File: src/rtl/serial_adder_pkg.sv
// Shared types and sizing helpers for the digit-serial adder.
package serial_adder_pkg;

    typedef enum logic [1:0] {
        IDLE = 2'd0,
        RUN  = 2'd1,
        DONE = 2'd2
    } state_e;

    function automatic int calc_ndig(input int width, input int digit_w);
        return width / digit_w;
    endfunction

    // A one-digit configuration still needs a one-bit counter.
    function automatic int calc_cnt_w(input int ndig);
        return (ndig > 1) ? $clog2(ndig) : 1;
    endfunction

endpackage

File: src/rtl/digit_adder.sv
// DIGIT_W-bit combinational ripple adder built from full-adder cells.
// msb_cin is the carry into the top bit, used for signed overflow detection.
module digit_adder #(
    parameter int DIGIT_W = 4
) (
    input  logic [DIGIT_W-1:0] a,
    input  logic [DIGIT_W-1:0] b,
    input  logic               cin,
    output logic [DIGIT_W-1:0] s,
    output logic               cout,
    output logic               msb_cin
);

    logic [DIGIT_W:0] c;

    assign c[0] = cin;

    for (genvar i = 0; i < DIGIT_W; i++) begin : g_fa
        assign s[i]   = a[i] ^ b[i] ^ c[i];
        assign c[i+1] = (a[i] & b[i]) | (c[i] & (a[i] ^ b[i]));
    end

    assign cout    = c[DIGIT_W];
    assign msb_cin = c[DIGIT_W-1];

endmodule

File: src/rtl/serial_adder.sv
// Digit-serial add/subtract unit: DIGIT_W bits per clock with a registered carry.
// Optional macro SERIAL_ADDER_ACC_EN adds acc_sel to reuse the last sum as operand A.
module serial_adder
    import serial_adder_pkg::*;
#(
    parameter int WIDTH   = 16,
    parameter int DIGIT_W = 4
) (
    input  logic             clk,
    input  logic             rst,
    input  logic             in_valid,
    output logic             in_ready,
    input  logic [WIDTH-1:0] a,
    input  logic [WIDTH-1:0] b,
    input  logic             cin,
    input  logic             sub,
`ifdef SERIAL_ADDER_ACC_EN
    input  logic             acc_sel,
`endif
    output logic             out_valid,
    input  logic             out_ready,
    output logic [WIDTH-1:0] sum,
    output logic             cout,
    output logic             ovf
);

    localparam int NDIG  = calc_ndig(WIDTH, DIGIT_W);
    localparam int CNT_W = calc_cnt_w(NDIG);
    localparam logic [CNT_W-1:0] LAST_CNT = CNT_W'(NDIG - 1);

    state_e           state_q, state_d;
    logic [WIDTH-1:0] a_q, a_d;
    logic [WIDTH-1:0] b_q, b_d;
    logic             carry_q, carry_d;
    logic [CNT_W-1:0] cnt_q, cnt_d;
    logic [WIDTH-1:0] sum_q, sum_d;
    logic             cout_q, cout_d;
    logic             ovf_q, ovf_d;

    logic [WIDTH-1:0]   a_src;
    logic [DIGIT_W-1:0] dig_sum;
    logic               dig_cout;
    logic               dig_msb_cin;

`ifdef SERIAL_ADDER_ACC_EN
    // Outside RUN, sum_q always holds the most recently completed result.
    assign a_src = acc_sel ? sum_q : a;
`else
    assign a_src = a;
`endif

    // Operand registers shift right, so the active digit is always the low one.
    digit_adder #(
        .DIGIT_W(DIGIT_W)
    ) u_digit_adder (
        .a      (a_q[DIGIT_W-1:0]),
        .b      (b_q[DIGIT_W-1:0]),
        .cin    (carry_q),
        .s      (dig_sum),
        .cout   (dig_cout),
        .msb_cin(dig_msb_cin)
    );

    always_comb begin
        state_d = state_q;
        a_d     = a_q;
        b_d     = b_q;
        carry_d = carry_q;
        cnt_d   = cnt_q;
        sum_d   = sum_q;
        cout_d  = cout_q;
        ovf_d   = ovf_q;
        case (state_q)
            IDLE: begin
                if (in_valid) begin
                    a_d     = a_src;
                    b_d     = sub ? ~b : b;
                    carry_d = sub ? ~cin : cin;
                    cnt_d   = '0;
                    state_d = RUN;
                end
            end
            RUN: begin
                sum_d[int'(cnt_q)*DIGIT_W +: DIGIT_W] = dig_sum;
                carry_d = dig_cout;
                a_d     = a_q >> DIGIT_W;
                b_d     = b_q >> DIGIT_W;
                cnt_d   = cnt_q + CNT_W'(1);
                if (cnt_q == LAST_CNT) begin
                    cout_d  = dig_cout;
                    ovf_d   = dig_cout ^ dig_msb_cin;
                    state_d = DONE;
                end
            end
            DONE: begin
                if (out_ready) begin
                    state_d = IDLE;
                end
            end
            default: state_d = IDLE;
        endcase
    end

    always_ff @(posedge clk or posedge rst) begin
        if (rst) begin
            state_q <= IDLE;
            a_q     <= '0;
            b_q     <= '0;
            carry_q <= 1'b0;
            cnt_q   <= '0;
            sum_q   <= '0;
            cout_q  <= 1'b0;
            ovf_q   <= 1'b0;
        end else begin
            state_q <= state_d;
            a_q     <= a_d;
            b_q     <= b_d;
            carry_q <= carry_d;
            cnt_q   <= cnt_d;
            sum_q   <= sum_d;
            cout_q  <= cout_d;
            ovf_q   <= ovf_d;
        end
    end

    assign in_ready  = (state_q == IDLE);
    assign out_valid = (state_q == DONE);
    assign sum       = sum_q;
    assign cout      = cout_q;
    assign ovf       = ovf_q;

endmodule

File: config.mk
export PLATFORM = sky130hd
export DESIGN_NAME = serial_adder
export DESIGN_NICKNAME = d
export VERILOG_FILES = /design/src/rtl/serial_adder_pkg.sv /design/src/rtl/digit_adder.sv /design/src/rtl/serial_adder.sv
export SDC_FILE = /design/constraint.sdc
export NUM_CORES = 1
export LEC_CHECK = 0
export CORE_UTILIZATION = 52
export CTS_CLUSTER_SIZE = 25
export DETAILED_ROUTE_END_ITERATION = 16
export GPL_ROUTABILITY_DRIVEN = 1
export PLACE_DENSITY_LB_ADDON = 0.05
export REMOVE_ABC_BUFFERS = 1
export SLEW_MARGIN = 20
export SYNTH_ARGS = -nofsm -noshare
export SYNTH_HDL_FRONTEND = slang
export SYNTH_SLANG_ARGS = --single-unit
File: constraint.sdc
create_clock -name clk -period 2.8 [get_ports clk]
set_input_delay 0.28 -clock clk [delete_from_list [all_inputs] [get_ports clk]]
set_output_delay 0.28 -clock clk [all_outputs]
set_load 0.005 [all_outputs]
==> impl_metrics.env <==
export IMPL_status="complete, no violations"
export IMPL_clk_path_buf_depth=2
export IMPL_reg2reg_slack_ns=0.44
export IMPL_hold_viol=0
export IMPL_die_y_um=76.8
export IMPL_timing_fmax_mhz=424
export IMPL_arrival_ns=2.55
export IMPL_drc=0
export IMPL_required_ns=3.00
export IMPL_grt_total_usage_pct=24.0
export IMPL_synth_compound_area_share_pct=23.5
export IMPL_pin_count=58
export IMPL_grt_pass1_wl_um=11200
export IMPL_rsz0062_at_grt="false"
export IMPL_clk_pin_slew_ns=0.09
export IMPL_endpoint_kind="flip-flop"
export IMPL_yosysUniqueCellTypes=35
export IMPL_via_per_inst=5.76
export IMPL_portBuffers=57
export IMPL_rows=26
export IMPL_numCtsBuffers=5
export IMPL_yosys_area_share_simple_pct=11.6
export IMPL_ant_nets=0
export IMPL_hpwl_um=4510
export IMPL_post_cts_resized=0
export IMPL_via_count=2314
export IMPL_dr_pass1_iters=4
export IMPL_die_w_um=76.8
export IMPL_routabilityCongestion=0.770
export IMPL_start_util_pct=55.6
export IMPL_drt_iter0_markers=75
export IMPL_p_per_area_nw_per_um2=893
export IMPL_r2r_start="a_q[0]"
export IMPL_synth_xor_area_share_pct=5.41
export IMPL_wl_per_cell_um=16.0
export IMPL_slew_viol_final=0
export IMPL_antenna_cells=0
export IMPL_yosysTopAreaCell="dfrtp_1"
export IMPL_layout_common_cells="57 x clkdlybuf4s50_1, 55 x dfrtp_1, 20 x inv_1, 20 x nand2_1, 20 x o21ai_0"
export IMPL_ys_seq_area_share_pct=47.3
export IMPL_critPathKind="flip-flop to flip-flop"
export IMPL_synthToLayoutAreaGrowth_pct=24.8
export IMPL_drive_gt1_share_pct=7.23
export IMPL_fin_crit_sh_pct=84.2
export IMPL_relSlewSlack_pct=54.5
export IMPL_postSynthCellCount=278
export IMPL_p_leak_nw=1.54
export IMPL_postCtsSetupBuffers=0
export IMPL_dieArea_um2=5910
export IMPL_fp_coreArea_um2=5240
export IMPL_first_global_vias=2264
export IMPL_fin_skew_ns=0.00237
export IMPL_layout_commonest_cell="clkdlybuf4s50_1"
export IMPL_period_needed_ns=2.36
export IMPL_clk_insertion_delay_late_ns=0.30
export IMPL_worst_r2r_cell_count=7
export IMPL_hp_class="input pin to async pin"
export IMPL_avgSynthCellArea_um2=10.5
export IMPL_htree_levels=2
export IMPL_synthMuxAreaShare_pct=0.773
export IMPL_finalPower_mw=3.24
export IMPL_ir_drop_mv=0.377
export IMPL_r2r_end="sum[7]"
export IMPL_ys_ff_latch=55
export IMPL_cts_tree="built"
export IMPL_path_max_fanout=4
export IMPL_overflow=0
export IMPL_ys_top_cells_by_area="dfrtp_1 47%, a221o_1 4.5%, nor2b_1 4.3%, o32ai_1 3.9%, xnor2_1 3.9%"
export IMPL_cts_hold_buf=0
export IMPL_setup_violations=0
export IMPL_yosysWarnings=0
export IMPL_drt_total_wl_um=6440
export IMPL_synth_top_family_by_area="compound AO/OA/AOI/OAI gates"
export IMPL_grt_antenna_before_repair=0
export IMPL_yosysTopAreaCellShare_pct=47.3
export IMPL_worst_slew_pin_slew_ns=0.682
export IMPL_root_buffer="clkbuf_8"
export IMPL_clock_sinks=55
export IMPL_nets=379
export IMPL_fin_tns_setup_ns=0
export IMPL_synth_cell_area_um2=2910
export IMPL_setup_worst_path_start_class="flip-flop"
export IMPL_grt_max_degree=35
export IMPL_cap_violations=0
export IMPL_synth_fa_ha_area_share_pct=5.33
[where the power goes]
part	total (mW)	internal, mW	switching [mW]
Clock	0.426	0.176	0.249
Combinational	1.48	0.715	0.767
Sequential	1.34	1.06	0.275
Total	3.24	1.95	1.29
[critical path, cell delays in order, from the launching register on]
cell	delay [ns]
dfrtp_1	0.35
inv_1	0.07
fa_1	0.43
fa_1	0.38
inv_1	0.08
fa_1	0.22
fa_1	0.48
a22o_1	0.24
[metrics by stage]
stage	cell area [um^2]	hold slack, ns	worst slack [ns]	cells	util (%)
final	3630	0.359	0.442	402	69.4
after CTS	3630	0.388	0.454	402	69.4
after global placement	3550	0.466	0.523	394	67.8
after detailed placement	3550	0.465	0.461	394	67.8
after global routing	3630	0.420	0.320	402	69.4
after floorplan	2810	0.388	0.210	258	-
[sequential cells by signal, summed over array words and instances (netlist names)]
name	cells
a_q	16
carry_q	1
state_q	2
cnt_q	2
b_q	16
cout	1
ovf	1
sum	16
[cells by family (layout without fill, tap and decap cells)]
| logic type | count (synthesis) | count (layout) |
|---|---|---|
| AOI/OAI and AO/OA | 97 | 97 |
| muxes | 2 | 2 |
| buffers and inverters | 41 | 95 |
| and+or+nand+nor | 55 | 55 |
| adders and majority gates | 10 | 10 |
| xor gates and xnor gates | 18 | 18 |
| DFF | 55 | 55 |
[cell type report]
class / count / area, um^2
clock buffers: 7 / 76.3
clock inverters: 1 / 5.00
fillers: 417 / 1600
inverters: 21 / 78.8
multi-input cells: 182 / 1360
flip-flops and latches: 55 / 1380
well taps: 70 / 87.6
repair buffers: 66 / 651
[cell usage after synthesis, drive strengths merged]
master   instances
dfrtp           55
fa               4
xor2             5
nand3b           4
a21oi           18
a221o           13
nand2           20
xnor2           13
o21bai           1
or4b             3
nor4             1
clkbuf           7
o21ai           28
nor2             2
nor4b            3
o32ai           13
a22oi           12
or4              1
mux2             2
or3b             1
a2bb2oi          2
inv             21
ha               6
a32o             1
a22o             9
buf             13
nor2b           20
[worst max path at each step]
stage               startpoint       to  slack [ns]  depth (start not counted)
CTS                     a_q[0]   sum[7]        0.45                          7
finish                  a_q[0]   sum[7]        0.44                          7
global route            a_q[0]  sum[11]        0.32                          7
global placement        a_q[0]   sum[3]        0.52                          7
detailed placement      a_q[0]   sum[7]        0.46                          7
floorplan           state_q[0]     cout        0.21                          3
[layer usage]
| metal | vias to the layer above | track usage [%] | part of all wire, % |
|---|---|---|---|
| met4 | 0 | 7.50 | 1.0 |
| met3 | 5 | 2.98 | 3.3 |
| met2 | 61 | 40.7 | 50 |
| li1 | 1110 | - | - |
| met1 | 1138 | 32.0 | 46 |
| met5 | - | 0 | 0 |
No activity file was read; power rests on OpenSTA's default activity.
